**src/rtl/cn_pkg.sv**
```systemverilog
// Shared types and helpers for the serial offset-min-sum check-node unit.
package cn_pkg;

  // Check-node sequencing states
  typedef enum logic [1:0] {
    IDLE  = 2'd0,
    ACCUM = 2'd1,
    EMIT  = 2'd2
  } cn_state_e;

  // Working width of the helpers; message widths up to this are supported
  localparam int unsigned HW = 32;

  // |x| saturated to 2^(w-1)-1 so the most negative code stays representable
  function automatic logic [HW-1:0] mag_sat(input logic signed [HW-1:0] x,
                                            input int unsigned          w);
    logic [HW-1:0] lim;
    logic [HW-1:0] a;
    lim = (HW'(1) << (w - 1)) - HW'(1);
    a   = x[HW-1] ? HW'(-x) : HW'(x);
    return (a > lim) ? lim : a;
  endfunction

  // Two's-complement negate r when s is set
  function automatic logic [HW-1:0] sign_apply(input logic [HW-1:0] r,
                                               input logic          s);
    return s ? (~r + HW'(1)) : r;
  endfunction

endpackage

```
**src/rtl/cn_min2_tracker.sv**
```systemverilog
// Running two-smallest-magnitude tracker with argmin; strict < keeps earlier argmin on ties.
module cn_min2_tracker
  import cn_pkg::*;
#(
  parameter int unsigned MW = 7,
  parameter int unsigned IW = 4
) (
  input  logic          clk,
  input  logic          rst,
  input  logic          upd,
  input  logic          first,
  input  logic [MW-1:0] mag,
  input  logic [IW-1:0] idx,
  output logic [MW-1:0] min1,
  output logic [MW-1:0] min2,
  output logic [IW-1:0] argmin,
  output logic [MW-1:0] min1_c,
  output logic [MW-1:0] min2_c,
  output logic [IW-1:0] argmin_c
);

  localparam logic [MW-1:0] MAXV = '1;

  logic [MW-1:0] b1;
  logic [MW-1:0] b2;
  logic [IW-1:0] ba;

  // Next min pair including the current edge; first edge starts from the initial values
  always_comb begin
    b1       = first ? MAXV : min1;
    b2       = first ? MAXV : min2;
    ba       = first ? '0 : argmin;
    min1_c   = b1;
    min2_c   = b2;
    argmin_c = ba;
    if (mag < b1) begin
      min1_c   = mag;
      min2_c   = b1;
      argmin_c = idx;
    end else if (mag < b2) begin
      min2_c = mag;
    end
  end

  // Commit the update on each accepted edge
  always_ff @(posedge clk or negedge rst) begin
    if (!rst) begin
      min1   <= MAXV;
      min2   <= MAXV;
      argmin <= '0;
    end else if (upd) begin
      min1   <= min1_c;
      min2   <= min2_c;
      argmin <= argmin_c;
    end
  end

endmodule

```
**src/rtl/cn_minsum_serial.sv**
```systemverilog
// Serial offset-min-sum LDPC check node: accumulates v2c edges, then streams c2v edges in order.
// Optional build macro: CN_NORM_SCALE_EN adds a 3/4 normalisation of the clamped magnitude.
module cn_minsum_serial
  import cn_pkg::*;
#(
  parameter int unsigned W       = 8,
  parameter int unsigned DEG_MAX = 16
) (
  input  logic         clk,
  input  logic         rst,
  input  logic [W-1:0] in_msg,
  input  logic         in_valid,
  output logic         in_ready,
  input  logic         in_last,
  input  logic [W-2:0] offset,
  output logic [W-1:0] out_msg,
  output logic         out_valid,
  input  logic         out_ready,
  output logic         out_last,
  output logic         deg_err
);

  localparam int unsigned MW = W - 1;
  localparam int unsigned IW = (DEG_MAX > 1) ? $clog2(DEG_MAX) : 1;
  localparam int unsigned CW = $clog2(DEG_MAX + 1);

  cn_state_e            state;
  logic [CW-1:0]        cnt;
  logic [IW-1:0]        out_idx;
  logic [DEG_MAX-1:0]   sign_buf;
  logic                 sign_xor;
  logic [MW-1:0]        offset_q;

  logic signed [W-1:0]  in_s;
  logic [MW-1:0]        mag_c;
  logic                 sgn_c;
  logic                 first_c;
  logic                 acc_c;
  logic [IW-1:0]        idx_c;
  logic                 term_c;
  logic [MW-1:0]        off_c;
  logic                 sx_c;
  logic                 s0_c;
  logic [IW-1:0]        nk_c;
  logic [W-1:0]         head_msg_c;
  logic                 head_last_c;
  logic [W-1:0]         next_msg_c;
  logic                 next_last_c;

  logic [MW-1:0] min1, min2, min1_c, min2_c;
  logic [IW-1:0] argmin, argmin_c;

  // c2v message for edge k from the min pair, sign parity and offset
  function automatic logic [W-1:0] edge_out(input logic [MW-1:0] m1,
                                            input logic [MW-1:0] m2,
                                            input logic [IW-1:0] am,
                                            input logic          sx,
                                            input logic          sk,
                                            input logic [MW-1:0] off,
                                            input logic [IW-1:0] k);
    logic [MW-1:0] m;
    logic [MW-1:0] r;
    m = (k == am) ? m2 : m1;
    r = (m > off) ? (m - off) : '0;
`ifdef CN_NORM_SCALE_EN
    r = r - (r >> 2);
`else
    r = r;
`endif
    return W'(sign_apply(HW'(r), sx ^ sk));
  endfunction

  assign in_s = in_msg;

  // Edge acceptance and head-of-stream output computed from the in-flight edge
  always_comb begin
    mag_c       = MW'(mag_sat(HW'(in_s), W));
    sgn_c       = in_msg[W-1];
    first_c     = (state == IDLE);
    acc_c       = in_valid && in_ready && (state != EMIT);
    idx_c       = first_c ? '0 : IW'(cnt);
    term_c      = in_last || (idx_c == IW'(DEG_MAX - 1));
    off_c       = first_c ? offset : offset_q;
    sx_c        = (first_c ? 1'b0 : sign_xor) ^ sgn_c;
    s0_c        = first_c ? sgn_c : sign_buf[0];
    nk_c        = out_idx + IW'(1);
    head_msg_c  = edge_out(min1_c, min2_c, argmin_c, sx_c, s0_c, off_c, '0);
    head_last_c = (idx_c == '0);
    next_msg_c  = edge_out(min1, min2, argmin, sign_xor, sign_buf[nk_c], offset_q, nk_c);
    next_last_c = (CW'(nk_c) == (cnt - CW'(1)));
  end

  cn_min2_tracker #(.MW(MW), .IW(IW)) u_min2 (
    .clk      (clk),
    .rst      (rst),
    .upd      (acc_c),
    .first    (first_c),
    .mag      (mag_c),
    .idx      (idx_c),
    .min1     (min1),
    .min2     (min2),
    .argmin   (argmin),
    .min1_c   (min1_c),
    .min2_c   (min2_c),
    .argmin_c (argmin_c)
  );

  // Node sequencing, sign buffering and registered output stream
  always_ff @(posedge clk or negedge rst) begin
    if (!rst) begin
      state     <= IDLE;
      cnt       <= '0;
      out_idx   <= '0;
      sign_buf  <= '0;
      sign_xor  <= 1'b0;
      offset_q  <= '0;
      in_ready  <= 1'b0;
      out_valid <= 1'b0;
      out_last  <= 1'b0;
      out_msg   <= '0;
      deg_err   <= 1'b0;
    end else begin
      case (state)
        IDLE, ACCUM: begin
          in_ready <= 1'b1;
          if (acc_c) begin
            sign_buf[idx_c] <= sgn_c;
            sign_xor        <= sx_c;
            offset_q        <= off_c;
            cnt             <= CW'(idx_c) + CW'(1);
            if (term_c) begin
              state     <= EMIT;
              in_ready  <= 1'b0;
              out_valid <= 1'b1;
              out_msg   <= head_msg_c;
              out_last  <= head_last_c;
              out_idx   <= '0;
              if (!in_last) deg_err <= 1'b1;
            end else begin
              state <= ACCUM;
            end
          end
        end
        EMIT: begin
          if (out_ready) begin
            if (out_last) begin
              state     <= IDLE;
              out_valid <= 1'b0;
              out_last  <= 1'b0;
              out_msg   <= '0;
              in_ready  <= 1'b1;
            end else begin
              out_idx  <= nk_c;
              out_msg  <= next_msg_c;
              out_last <= next_last_c;
            end
          end
        end
        default: state <= IDLE;
      endcase
    end
  end

endmodule

```
**config.mk**
```make
export PLATFORM = sky130hd
export DESIGN_NAME = cn_minsum_serial
export DESIGN_NICKNAME = d
export VERILOG_FILES = /design/src/rtl/cn_pkg.sv /design/src/rtl/cn_min2_tracker.sv /design/src/rtl/cn_minsum_serial.sv
export SDC_FILE = /design/constraint.sdc
export NUM_CORES = 1
export LEC_CHECK = 0
export ABC_AREA = 1
export CORE_MARGIN = 2
export CORE_UTILIZATION = 55
export CTS_BUF_LIST = sky130_fd_sc_hd__clkbuf_2 sky130_fd_sc_hd__clkbuf_4 sky130_fd_sc_hd__clkbuf_8
export CTS_CLUSTER_SIZE = 8
export DETAILED_ROUTE_END_ITERATION = 8
export PLACE_DENSITY_LB_ADDON = 0.1
export SLEW_MARGIN = 20
export SYNTH_ARGS = -nofsm -noshare
export SYNTH_HDL_FRONTEND = slang
export SYNTH_HIERARCHICAL = 1
export SYNTH_SLANG_ARGS = --single-unit
```
**constraint.sdc**
```tcl
create_clock -name clk -period 5 [get_ports clk]
set_clock_uncertainty 0.1 [all_clocks]
set_input_delay 1.25 -clock clk [delete_from_list [all_inputs] [get_ports clk]]
set_output_delay 1.25 -clock clk [all_outputs]
set_load 0.005 [all_outputs]
```
==> impl_metrics.py <==
metrics = {
    "finish": {
        "drive_gt1_share_pct": 27.0,
        "num_antenna_cells": 0,
        "final_cell_area_um2": 7390,
        "fin_nets": 991,
        "syn_to_final_growth_pct": 30.5,
        "utilization_pct": 72.6,
    },
    "critical_path": {
        "path_class": "primary input to flop",
        "end_kind": "flop",
        "crit_top_cell": "nand2_4",
        "cp.required_ns": 5.20,
        "critPathArrivalTime_ns": 5.57,
        "crit_fanout": 6,
        "cp_slowest_stage_delay_ns": 0.61,
        "slowest_stage": "or4_4",
        "startpoint_type": "primary input",
    },
    "global_routing": {
        "grt_pass1_wl_um": 26600,
        "antenna_found_initial": 0,
        "grt_start_max_net_pins": 34,
        "grt_pass1_vias": 5782,
        "overflow": 0,
        "grt_util_all_layers_pct": 29.4,
    },
    "die": {
        "die_area_um2": 11100,
        "start_util_pct": 55.7,
        "io_pins": 32,
        "core-area_um2": 10200,
        "core.rowCount": 37,
        "die_x_um": 106,
        "die_h_um": 106,
    },
    "clocking": {
        "cts_tree": "done",
        "clk_latency_ns": 0.36,
        "clkTransAtPathRegs_ns": 0.08,
        "cts_buffer_depth": 2,
        "cts_root_buffer": "clkbuf_8",
        "htreeDepth": 3,
        "cts_sinks": 65,
        "cts_buffers": 9,
    },
    "yosys": {
        "ys_seq_elements": 65,
        "synthesis.area_um2": 5670,
        "ys_types": 50,
        "async_flop_share_pct": 100,
        "yosys_warnings": 6,
        "synth_common_cells": "nand2_1 (246), inv_1 (106), nand3_1 (88)",
        "yosys.area_share.simple_pct": 35.3,
        "avgSynthCellArea_um2": 6.83,
        "synth_compound_area_share_pct": 11.2,
        "ys_seq_area_share_pct": 29.0,
        "muxShareOfSynthArea_pct": 2.34,
        "synth_edf_count": 0,
        "synth_cells": 830,
        "synth_top_cells_by_area": "dfrtp_1 (23%), nand2_1 (16%), ha_1 (7.9%), nand3_1 (7.8%), inv_1 (7.0%)",
        "synth_xor_area_share_pct": 3.33,
        "yosys.area_share.adder_pct": 8.65,
        "yosysMostFrequentCell": "nand2_1",
        "synth.top_cell.area_share_pct": 22.5,
        "yosys.area.top_type": "dfrtp_1",
        "syn_nets": 888,
        "synth_ff_type": "dfrtp_1",
        "synth_top_family_by_area": "simple AND/OR/NAND/NOR gates",
    },
    "min_path": {
        "hp-class": "flop to flop",
    },
    "drt": {
        "drt_pass1_iterations": 5,
        "drc_errors": 0,
        "viasPerCell": 5.54,
        "ant_nets": 0,
        "wl_um": 16400,
        "drt_iter0_markers": 550,
        "vias": 5951,
        "routedWlPerCell_um": 15.2,
    },
    "sta": {
        "slew_headroom_pct": 39.4,
        "setup_viol": 7,
        "fmax_mhz": 186,
        "finalCriticalPeriod_ns": 5.37,
        "rsz0062_at_grt": "yes",
        "worstMarginPinSlew_ns": 0.906,
        "fin_ws_ns": -0.367,
        "hold_viol": 0,
        "slew_viol_final": 0,
        "timing.final.crit_share_pct": 107,
    },
    "placement": {
        "gp_congestion": 0.891,
        "hpwl_um": 11500,
        "io_buffers": 31,
        "place_area_um2": 6690,
    },
    "run_status": {
        "outcome": "complete, but fails checks",
        "violations": "negative setup slack",
    },
    "flow_run": {
        "cap_violations": 0,
    },
}
## per-layer routing
metal,up-vias,GRT usage (%),share of wire (%)
li1,2905,-,-
met1,2791,38.4,43
met2,213,50.1,49
met3,42,4.27,5.3
met4,0,9.59,2.7
met5,-,0,0
## worst paths after layout
path                             endpoint  slack [ns]  cells after the start      startpoint
min                        u_min2/min2[1]        0.38                      2  u_min2/min2[1]
max                            out_msg[4]       -0.37                     29       in_msg[6]
min reg2reg                u_min2/min2[1]        0.38                      2  u_min2/min2[1]
max reg2reg                    out_msg[4]        0.15                     27        state[1]
min in group asynchronous     offset_q[2]        0.86                      1             rst
max in group asynchronous  u_min2/min1[0]        2.97                      2             rst
## metrics by stage
| step | setup slack [ns] | setup TNS [ns] | std cells | hold slack (ns) |
|---|---|---|---|---|
| floorplan | -0.565 | -2.86 | 830 | 0.353 |
| global placement | -1.15 | -8.34 | 1041 | 0.359 |
| detailed placement | -1.29 | -9.26 | 1041 | 0.366 |
| CTS | -0.382 | -2.23 | 1068 | 0.379 |
| global route | -0.571 | -3.35 | 1074 | 0.406 |
| finish | -0.367 | -2.10 | 1074 | 0.382 |
## layout make-up
class                           instances  area, um2
Multi-Input combinational cell        626       3940
Fill cell                             775       2790
Sequential cell                        65       1640
Timing Repair Buffer                  114        947
Inverter                              117        464
Tap cell                              136        170
Clock buffer                           10        138
Clock inverter                          6       90.1
## worst max-delay path: cells and delay by family
| family | cells | cell delay [ns] |
|---|---|---|
| AND/OR/NAND/NOR | 17 | 1.98 |
| adder cells (fa/ha/maj) | 3 | 0.77 |
| AO/OA/AOI/OAI | 4 | 0.68 |
| buffers and inverters | 4 | 0.51 |
| multiplexers | 1 | 0.35 |
## repair_timing
action                     4_1_cts  5_1_grt
hold endpoints to repair         0        0
resized for setup               49       70
pin swaps                       28       49
setup endpoints to repair        8        8
hold buffers                     0        0
setup buffers                   11        9
## flip-flops by register name (all words and copies together), names as in the netlist
name,cells
cnt,5
deg_err,1
in_ready,1
offset_q,7
out_idx,4
out_last,1
out_msg,8
out_valid,1
sign_buf,16
sign_xor,1
state,2
u_min2/argmin,4
u_min2/min1,7
u_min2/min2,7
## logic make-up after synthesis
| logic type | count (synthesis) |
|---|---|
| DFF | 65 |
| adders and majority gates | 38 |
| xor gates and xnor gates | 19 |
| and+or+nand+nor | 448 |
| AOI/OAI and AO/OA | 109 |
| muxes | 12 |
| buffers and inverters | 139 |
## placed cells by master, fill, tap and decap left out, drive strengths merged, types with 13 or more instances in the layout
cell type      Yosys  layout
o21ai             41      41
dfstp             14      14
clkdlybuf4s50      0      22
nand2            253     253
xor2              13      13
a21oi             36      36
a31oi             15      15
dfrtp             51      51
inv              115     116
nand3             95      95
buf               14      88
ha                36      36
nor2              63      63
Power is left out: the tool's default activity adds up to more than one toggle a clock period on the data nets, which glitch-free logic cannot reach.
